File: src/rtl/mdio_slave_ctrl_if.sv
// mdio_slave_ctrl_if: MDIO pad signals and register-file strobes of the MDIO slave
interface mdio_slave_ctrl_if;
  logic        mdc;
  logic        mdio_in;
  logic        mdio_out;
  logic        mdio_oen;
  logic [4:0]  reg_addr;
  logic        reg_wr;
  logic [15:0] reg_wdata;
  logic        reg_rd;
  logic [15:0] reg_rdata;
  logic        frame_err;
  modport slave (input mdc, mdio_in, reg_rdata,
                 output mdio_out, mdio_oen, reg_addr, reg_wr, reg_wdata, reg_rd, frame_err);
  modport master (output mdc, mdio_in, reg_rdata,
                  input mdio_out, mdio_oen, reg_addr, reg_wr, reg_wdata, reg_rd, frame_err);
endinterface

File: src/rtl/mdio_slave_ctrl.sv
// mdio_slave_ctrl: Clause-22 MDIO slave turning oversampled frames into register strobes.
// Define MDIO_PREAMBLE_SUPPRESS_EN to accept ST after a single preamble 1 instead of 32.
module mdio_slave_ctrl #(
  parameter logic [4:0] PHY_ADDR    = 5'd1,
  parameter int         SYNC_STAGES = 2
) (
  input logic              clk,
  input logic              rst_n,
  mdio_slave_ctrl_if.slave bus
);
`ifdef MDIO_PREAMBLE_SUPPRESS_EN
  localparam logic [5:0] PRE_THR = 6'd1;
`else
  localparam logic [5:0] PRE_THR = 6'd32;
`endif
  typedef enum logic [3:0] {IDLE, ST, OP, PHYAD, REGAD, TA, WDATA, RDATA, SKIP} state_t;
  state_t                 r_state, w_state;
  logic [SYNC_STAGES-1:0] r_mdc_sync, r_mdio_sync;
  logic                   r_mdc_d, r_ld;
  logic [5:0]             r_pre, w_pre;
  logic [4:0]             r_cnt, w_cnt, r_phy, w_phy, r_addr, w_addr;
  logic [15:0]            r_sh, w_sh, r_wdata, w_wdata;
  logic                   r_rd_op, w_rd_op;
  logic                   r_oen, w_oen, r_out, w_out;
  logic                   r_wr, w_wr, r_rd, w_rd, r_err, w_err;
  logic                   w_mdc, w_mdio, w_rise, w_fall;
  logic [15:0]            w_shin;
  assign w_mdc  = r_mdc_sync[SYNC_STAGES-1];
  assign w_mdio = r_mdio_sync[SYNC_STAGES-1];
  assign w_rise = w_mdc & ~r_mdc_d;
  assign w_fall = ~w_mdc & r_mdc_d;
  assign w_shin = {r_sh[14:0], w_mdio};
  assign bus.mdio_out  = r_out;
  assign bus.mdio_oen  = r_oen;
  assign bus.reg_addr  = r_addr;
  assign bus.reg_wr    = r_wr;
  assign bus.reg_wdata = r_wdata;
  assign bus.reg_rd    = r_rd;
  assign bus.frame_err = r_err;
  // Synchronisers, edge history and all frame state; reset releases the pad immediately
  always_ff @(posedge clk or negedge rst_n) begin
    if (!rst_n) begin
      r_mdc_sync  <= '0;
      r_mdio_sync <= '0;
      r_mdc_d     <= 1'b0;
      r_ld        <= 1'b0;
      r_state     <= IDLE;
      r_pre       <= '0;
      r_cnt       <= '0;
      r_phy       <= '0;
      r_addr      <= '0;
      r_sh        <= '0;
      r_wdata     <= '0;
      r_rd_op     <= 1'b0;
      r_oen       <= 1'b1;
      r_out       <= 1'b0;
      r_wr        <= 1'b0;
      r_rd        <= 1'b0;
      r_err       <= 1'b0;
    end else begin
      r_mdc_sync  <= {r_mdc_sync[SYNC_STAGES-2:0], bus.mdc};
      r_mdio_sync <= {r_mdio_sync[SYNC_STAGES-2:0], bus.mdio_in};
      r_mdc_d     <= w_mdc;
      r_ld        <= r_rd;
      r_state     <= w_state;
      r_pre       <= w_pre;
      r_cnt       <= w_cnt;
      r_phy       <= w_phy;
      r_addr      <= w_addr;
      r_sh        <= w_sh;
      r_wdata     <= w_wdata;
      r_rd_op     <= w_rd_op;
      r_oen       <= w_oen;
      r_out       <= w_out;
      r_wr        <= w_wr;
      r_rd        <= w_rd;
      r_err       <= w_err;
    end
  end
  // Frame decoder: fields are sampled on MDC rises, read turnaround/data driven on falls
  always_comb begin
    w_state = r_state;
    w_pre   = r_pre;
    w_cnt   = r_cnt;
    w_phy   = r_phy;
    w_addr  = r_addr;
    w_sh    = r_sh;
    w_wdata = r_wdata;
    w_rd_op = r_rd_op;
    w_oen   = r_oen;
    w_out   = r_out;
    w_wr    = 1'b0;
    w_rd    = 1'b0;
    w_err   = 1'b0;
    case (r_state)
      IDLE: if (w_rise) begin
        w_pre = w_mdio ? (r_pre == 6'd32 ? r_pre : r_pre + 6'd1) : 6'd0;
        if (!w_mdio && r_pre >= PRE_THR) w_state = ST;
      end
      ST: if (w_rise) begin
        w_state = w_mdio ? OP : IDLE;
        w_err   = !w_mdio;
        w_cnt   = 5'd0;
      end
      OP: if (w_rise) begin
        w_sh  = w_shin;
        w_cnt = r_cnt + 5'd1;
        if (r_cnt == 5'd1) begin
          w_rd_op = r_sh[0];
          w_cnt   = 5'd0;
          w_state = (r_sh[0] ^ w_mdio) ? PHYAD : IDLE;
          w_err   = !(r_sh[0] ^ w_mdio);
        end
      end
      PHYAD: if (w_rise) begin
        w_sh  = w_shin;
        w_cnt = r_cnt + 5'd1;
        if (r_cnt == 5'd4) begin
          w_phy   = w_shin[4:0];
          w_cnt   = 5'd0;
          w_state = REGAD;
        end
      end
      REGAD: if (w_rise) begin
        w_sh  = w_shin;
        w_cnt = r_cnt + 5'd1;
        if (r_cnt == 5'd4) begin
          w_addr  = w_shin[4:0];
          w_cnt   = r_phy == PHY_ADDR ? 5'd0 : 5'd18;
          w_state = r_phy == PHY_ADDR ? TA : SKIP;
          w_rd    = r_phy == PHY_ADDR && r_rd_op;
        end
      end
      TA: if (r_rd_op) begin
        if (w_fall) begin
          w_cnt   = 5'd1;
          w_oen   = r_cnt == 5'd0;
          w_out   = 1'b0;
          w_state = r_cnt == 5'd0 ? TA : RDATA;
          if (r_cnt != 5'd0) w_cnt = 5'd0;
        end
      end else if (w_rise) begin
        w_sh  = w_shin;
        w_cnt = r_cnt + 5'd1;
        if (r_cnt == 5'd1) begin
          w_err   = {r_sh[0], w_mdio} != 2'b10;
          w_cnt   = {r_sh[0], w_mdio} == 2'b10 ? 5'd0 : 5'd16;
          w_state = {r_sh[0], w_mdio} == 2'b10 ? WDATA : SKIP;
        end
      end
      WDATA: if (w_rise) begin
        w_sh  = w_shin;
        w_cnt = r_cnt + 5'd1;
        if (r_cnt == 5'd15) begin
          w_wdata = w_shin;
          w_wr    = 1'b1;
          w_state = IDLE;
        end
      end
      RDATA: if (w_fall) begin
        w_oen   = r_cnt == 5'd16;
        w_out   = r_cnt == 5'd16 ? 1'b0 : r_sh[15];
        w_sh    = {r_sh[14:0], 1'b0};
        w_cnt   = r_cnt + 5'd1;
        w_state = r_cnt == 5'd16 ? IDLE : RDATA;
      end
      SKIP: if (w_rise) begin
        w_cnt   = r_cnt - 5'd1;
        w_state = r_cnt == 5'd1 ? IDLE : SKIP;
      end
      default: w_state = IDLE;
    endcase
    if (r_ld) w_sh = bus.reg_rdata;
  end
endmodule

File: src/flat_wrapper.sv
// flat-port wrapper written by rule: the top's interface ports become plain ports
module mdio_slave_ctrl_flat 
#(
  parameter logic [4:0] PHY_ADDR    = 5'd1,
  parameter int         SYNC_STAGES = 2
)
  (clk, rst_n, bus_mdc, bus_mdio_in, bus_reg_rdata, bus_mdio_out, bus_mdio_oen, bus_reg_addr, bus_reg_wr, bus_reg_wdata, bus_reg_rd, bus_frame_err);
  mdio_slave_ctrl_if bus_i ();
  input logic clk;
  input logic rst_n;
  input wire logic [$bits(bus_i.mdc)-1:0] bus_mdc;
  input wire logic [$bits(bus_i.mdio_in)-1:0] bus_mdio_in;
  input wire logic [$bits(bus_i.reg_rdata)-1:0] bus_reg_rdata;
  output wire logic [$bits(bus_i.mdio_out)-1:0] bus_mdio_out;
  output wire logic [$bits(bus_i.mdio_oen)-1:0] bus_mdio_oen;
  output wire logic [$bits(bus_i.reg_addr)-1:0] bus_reg_addr;
  output wire logic [$bits(bus_i.reg_wr)-1:0] bus_reg_wr;
  output wire logic [$bits(bus_i.reg_wdata)-1:0] bus_reg_wdata;
  output wire logic [$bits(bus_i.reg_rd)-1:0] bus_reg_rd;
  output wire logic [$bits(bus_i.frame_err)-1:0] bus_frame_err;
  assign bus_i.mdc = bus_mdc;
  assign bus_i.mdio_in = bus_mdio_in;
  assign bus_i.reg_rdata = bus_reg_rdata;
  assign bus_mdio_out = bus_i.mdio_out;
  assign bus_mdio_oen = bus_i.mdio_oen;
  assign bus_reg_addr = bus_i.reg_addr;
  assign bus_reg_wr = bus_i.reg_wr;
  assign bus_reg_wdata = bus_i.reg_wdata;
  assign bus_reg_rd = bus_i.reg_rd;
  assign bus_frame_err = bus_i.frame_err;
  mdio_slave_ctrl #(.PHY_ADDR(PHY_ADDR), .SYNC_STAGES(SYNC_STAGES)) u_core (.clk(clk), .rst_n(rst_n), .bus(bus_i));
endmodule
File: config.mk
export PLATFORM = sky130hd
export DESIGN_NAME = mdio_slave_ctrl_flat
export DESIGN_NICKNAME = d
export VERILOG_FILES = /design/src/rtl/mdio_slave_ctrl_if.sv /design/src/rtl/mdio_slave_ctrl.sv /design/src/flat_wrapper.sv
export SDC_FILE = /design/constraint.sdc
export NUM_CORES = 1
export LEC_CHECK = 0
export CORE_MARGIN = 8
export CORE_UTILIZATION = 30
export CTS_BUF_LIST = sky130_fd_sc_hd__clkbuf_2 sky130_fd_sc_hd__clkbuf_4 sky130_fd_sc_hd__clkbuf_8
export DETAILED_ROUTE_END_ITERATION = 8
export HOLD_SLACK_MARGIN = 0.02
export SLEW_MARGIN = 40
export SYNTH_ARGS = -nofsm -noshare
export SYNTH_HDL_FRONTEND = slang
export SYNTH_SLANG_ARGS = --single-unit
File: constraint.sdc
create_clock -name clk -period 2.44 [get_ports clk]
set_clock_uncertainty 0.1 [all_clocks]
set_input_delay 0.61 -clock clk [delete_from_list [all_inputs] [get_ports clk]]
set_output_delay 0.61 -clock clk [all_outputs]
set_load 0.01 [all_outputs]
==> results.sh, run 1 <==
export IMPL_grt_usage=0.119
export IMPL_dp_cells=593
export IMPL_reg2reg_from="u_core.r_cnt[1]"
export IMPL_startpoint="u_core.r_cnt[1]"
export IMPL_grt_use_met2=0.197
export IMPL_synth_edff_count=0
export IMPL_cts_hold_buf=0
export IMPL_netlist_area_mm2=0.00375
export IMPL_ir_worst_vdd_mv=0.361
export IMPL_hold_path_class="input port to asynchronous set/reset pin"
export IMPL_start_kind="flip-flop"
export IMPL_final_max_slew_viol_count=0
export IMPL_area_delta_synth_final_pct=25.2
export IMPL_dieArea_mm2=0.0163
export IMPL_cp_endpoint="u_core.r_cnt[1]"
export IMPL_antenna_left=0
export IMPL_layout_nets=460
export IMPL_arrival_ns=2.39
export IMPL_synth_area_leaders="dfrtp_1 45%, mux2_2 7.2%, o21ai_0 5.5%, nand2_1 4.4%, mux2i_1 4.3%"
export IMPL_yosys_area_top_type="dfrtp_1"
export IMPL_status="finished, final reports clean"
export IMPL_root_buffer="clkbuf_8"
export IMPL_cts_tree="built"
export IMPL_routed_via_density=5.10
export IMPL_r2r_cells=8
export IMPL_cp_top_family="compound AO/OA/AOI/OAI gates"
export IMPL_synth_seq_cells=69
export IMPL_path_clk_slew_ns=0.08
export IMPL_final_cells=609
export IMPL_path_buf_inv=1
export IMPL_grt_pass1_wl_um=15600
export IMPL_place_congestion=0.926
export IMPL_worst_pin_slew_ns=0.670
export IMPL_grt_busiest_layer="met2"
export IMPL_antenna_found_initial=0
export IMPL_rrSetupSlack_ns=0.17
export IMPL_synth_seq_area_share=0.461
export IMPL_cts_buffer_depth=2
export IMPL_io_pins=46
export IMPL_async_flop_share=1.00
export IMPL_max_slew_margin=0.548
export IMPL_tns_ns=0
export IMPL_crit_type="flip-flop to flip-flop"
export IMPL_cts_sinks=69
export IMPL_port_buffer_count=45
export IMPL_dieWidth_um=128
export IMPL_synth_top_cell_area_share=0.454
export IMPL_routedWlPerCell_um=15.5
export IMPL_synth_nets=409
export IMPL_hold_viol_final=0
export IMPL_antenna_cells=0
export IMPL_path_cells="inv_1 > ha_1 > or4b_4 > a22o_1 > nand2_2 > a21oi_1 > o311ai_2 > o21ai_1"
export IMPL_layout_common_cells="67 x dfrtp_1, 44 x nand2_1, 44 x clkdlybuf4s50_1"
export IMPL_rsz0062_at_grt="false"
export IMPL_crit_path_max_fanout=9
export IMPL_yosys_cell_types_count=63
export IMPL_htreeDepth=3
export IMPL_p_total_w=0.00440
export IMPL_fin_crit_ns=2.27
export IMPL_finalSetupViolations=0
export IMPL_rows=41
export IMPL_drive_gt1_frac=0.169
export IMPL_final_common_cell="dfrtp_1"
export IMPL_vias=3104
export IMPL_core_region_area_mm2=0.0124
export IMPL_grt_ovfl_total=0
export IMPL_die_h_um=128
export IMPL_critPathMaxStageDelay_ns=0.53
export IMPL_hpwl_um=6700
export IMPL_cellLeakagePower_nw=1.99
export IMPL_cp_depth=8
export IMPL_initial_core_util=0.302
export IMPL_drtIter0Drc=182
export IMPL_avgSynthCellArea_um2=9.85
export IMPL_fin_crit_sh=0.932
export IMPL_grt_util_met3=0.0304
export IMPL_cp_required_ns=2.56
export IMPL_dr_pass1_iters=4
export IMPL_netlist_instances=381
export IMPL_cts_buffers=9
export IMPL_grt_max_degree=70
export IMPL_crit_path_end_kind="flip-flop"
export IMPL_clk_latency_ns=0.35
export IMPL_r2r_end="u_core.r_cnt[1]"
export IMPL_power_density_mw_per_mm2=938
export IMPL_ys_flop_type="dfrtp_1"
export IMPL_crit_slowest_cell="or4b_4"
export IMPL_grt_pass1_vias=3073
export IMPL_use_met1=0.143
export IMPL_fmax_mhz=440
export IMPL_synth_warnings=0
export IMPL_drc=0
export IMPL_wl_um=9430
export IMPL_max_cap_violations=0
## Yosys cell counts, drive strengths merged, types with 3 or more instances
cell type and n:
mux2 25, nand2 45, nand3 13, o211ai 3, dfrtp 68, a211oi 3
inv 11, a21oi 16, clkbuf 12, and3 5, o21ai 43, o22ai 4
nor3b 4, nor2b 8, nor3 8, buf 12, nor4b 4, nand2b 8
a31oi 4, mux2i 16, ha 8, a22o 3, nor2 21
## worst min path at each step
| stage | startpoint | to | slack (ns) |
|---|---|---|---|
| finish | rst_n | u_core.r_sh[9] | 0.17 |
| global route | rst_n | u_core.bus.reg_wdata[12] | 0.18 |
| CTS | rst_n | u_core.bus.reg_wdata[10] | 0.18 |
| detailed placement | u_core.r_mdc_sync[0] | u_core.r_mdc_sync[1] | 0.25 |
| global placement | u_core.r_mdio_sync[0] | u_core.r_mdio_sync[1] | 0.24 |
| floorplan | rst_n | u_core.bus.frame_err | 0.21 |
## state kept, by name, indices dropped and copies added, names as in the netlist, 4 cells and up
| register | count |
|---|---|
| u_core.r_phy | 5 |
| u_core.r_sh | 16 |
| u_core.r_state | 4 |
| u_core.r_cnt | 5 |
| u_core.bus.reg_addr | 5 |
| u_core.r_pre | 6 |
| u_core.bus.reg_wdata | 16 |
## layer usage
metal | routed length, um | vias to the layer above | part of all wire
met3 | 672 | 16 | 0.071
met4 | 219 | 0 | 0.023
met2 | 4530 | 133 | 0.48
li1 | - | 1477 | -
met5 | 0 | - | 0
met1 | 4010 | 1478 | 0.43
## kinds of logic (layout without fill, tap and decap cells)
logic type	count (synthesis)	after routing	share of synthesized area
and+or+nand+nor	131	131	0.185
AOI/OAI and AO/OA	95	95	0.161
DFF	69	69	0.461
muxes	41	41	0.118
buffers and inverters	36	92	0.0464
adders and majority gates	8	8	0.0267
xor gates and xnor gates	1	1	0.00234
## area by class of cell
| cell class | instances | area (um2) |
|---|---|---|
| Clock buffer | 11 | 145 |
| Clock inverter | 5 | 82.6 |
| Timing Repair Buffer | 64 | 626 |
| Tap cell | 172 | 215 |
| Multi-Input combinational cell | 276 | 1850 |
| Fill cell | 1255 | 7720 |
| Sequential cell | 69 | 1730 |
| Inverter | 12 | 45.0 |
## timing repair
action                                  in CTS  in global routing
resized for setup                            0                  1
endpoints found under the setup margin       0                 10
hold endpoints to repair                     0                  0
setup buffers                                0                  0
## report_power, final
group	switching, W	internal, W	total (W)
combinational	0.00106	0.000785	0.00184
sequential	0.000214	0.00128	0.00149
clock	0.000454	0.000619	0.00107
total	0.00172	0.00268	0.00440
## stage by stage
stage | hold WS, ns | instance area [um2] | util | setup slack (ns)
5_1_grt | 0.184 | 4690 | 0.378 | 0.0370
3_5_place_dp | 0.246 | 4460 | 0.360 | 0.0930
2_1_floorplan | 0.214 | 3750 | - | 0.234
3_3_place_gp | 0.237 | 4460 | 0.360 | 0.134
4_1_cts | 0.178 | 4690 | 0.378 | 0.0686
6_report | 0.175 | 4690 | 0.378 | 0.166
Power figures use the tool's default switching activity.
==> run 2, diff against run 1 <==
--- a/config.mk
+++ b/config.mk
@@ -5,6 +5,7 @@
 export SDC_FILE = /design/constraint.sdc
 export NUM_CORES = 1
 export LEC_CHECK = 0
+export CAP_MARGIN = 20
 export CORE_MARGIN = 8
 export CORE_UTILIZATION = 30
 export CTS_BUF_LIST = sky130_fd_sc_hd__clkbuf_2 sky130_fd_sc_hd__clkbuf_4 sky130_fd_sc_hd__clkbuf_8
==> results of run 2 <==
Final layout, timing and power as in run 1 (identical DEF).
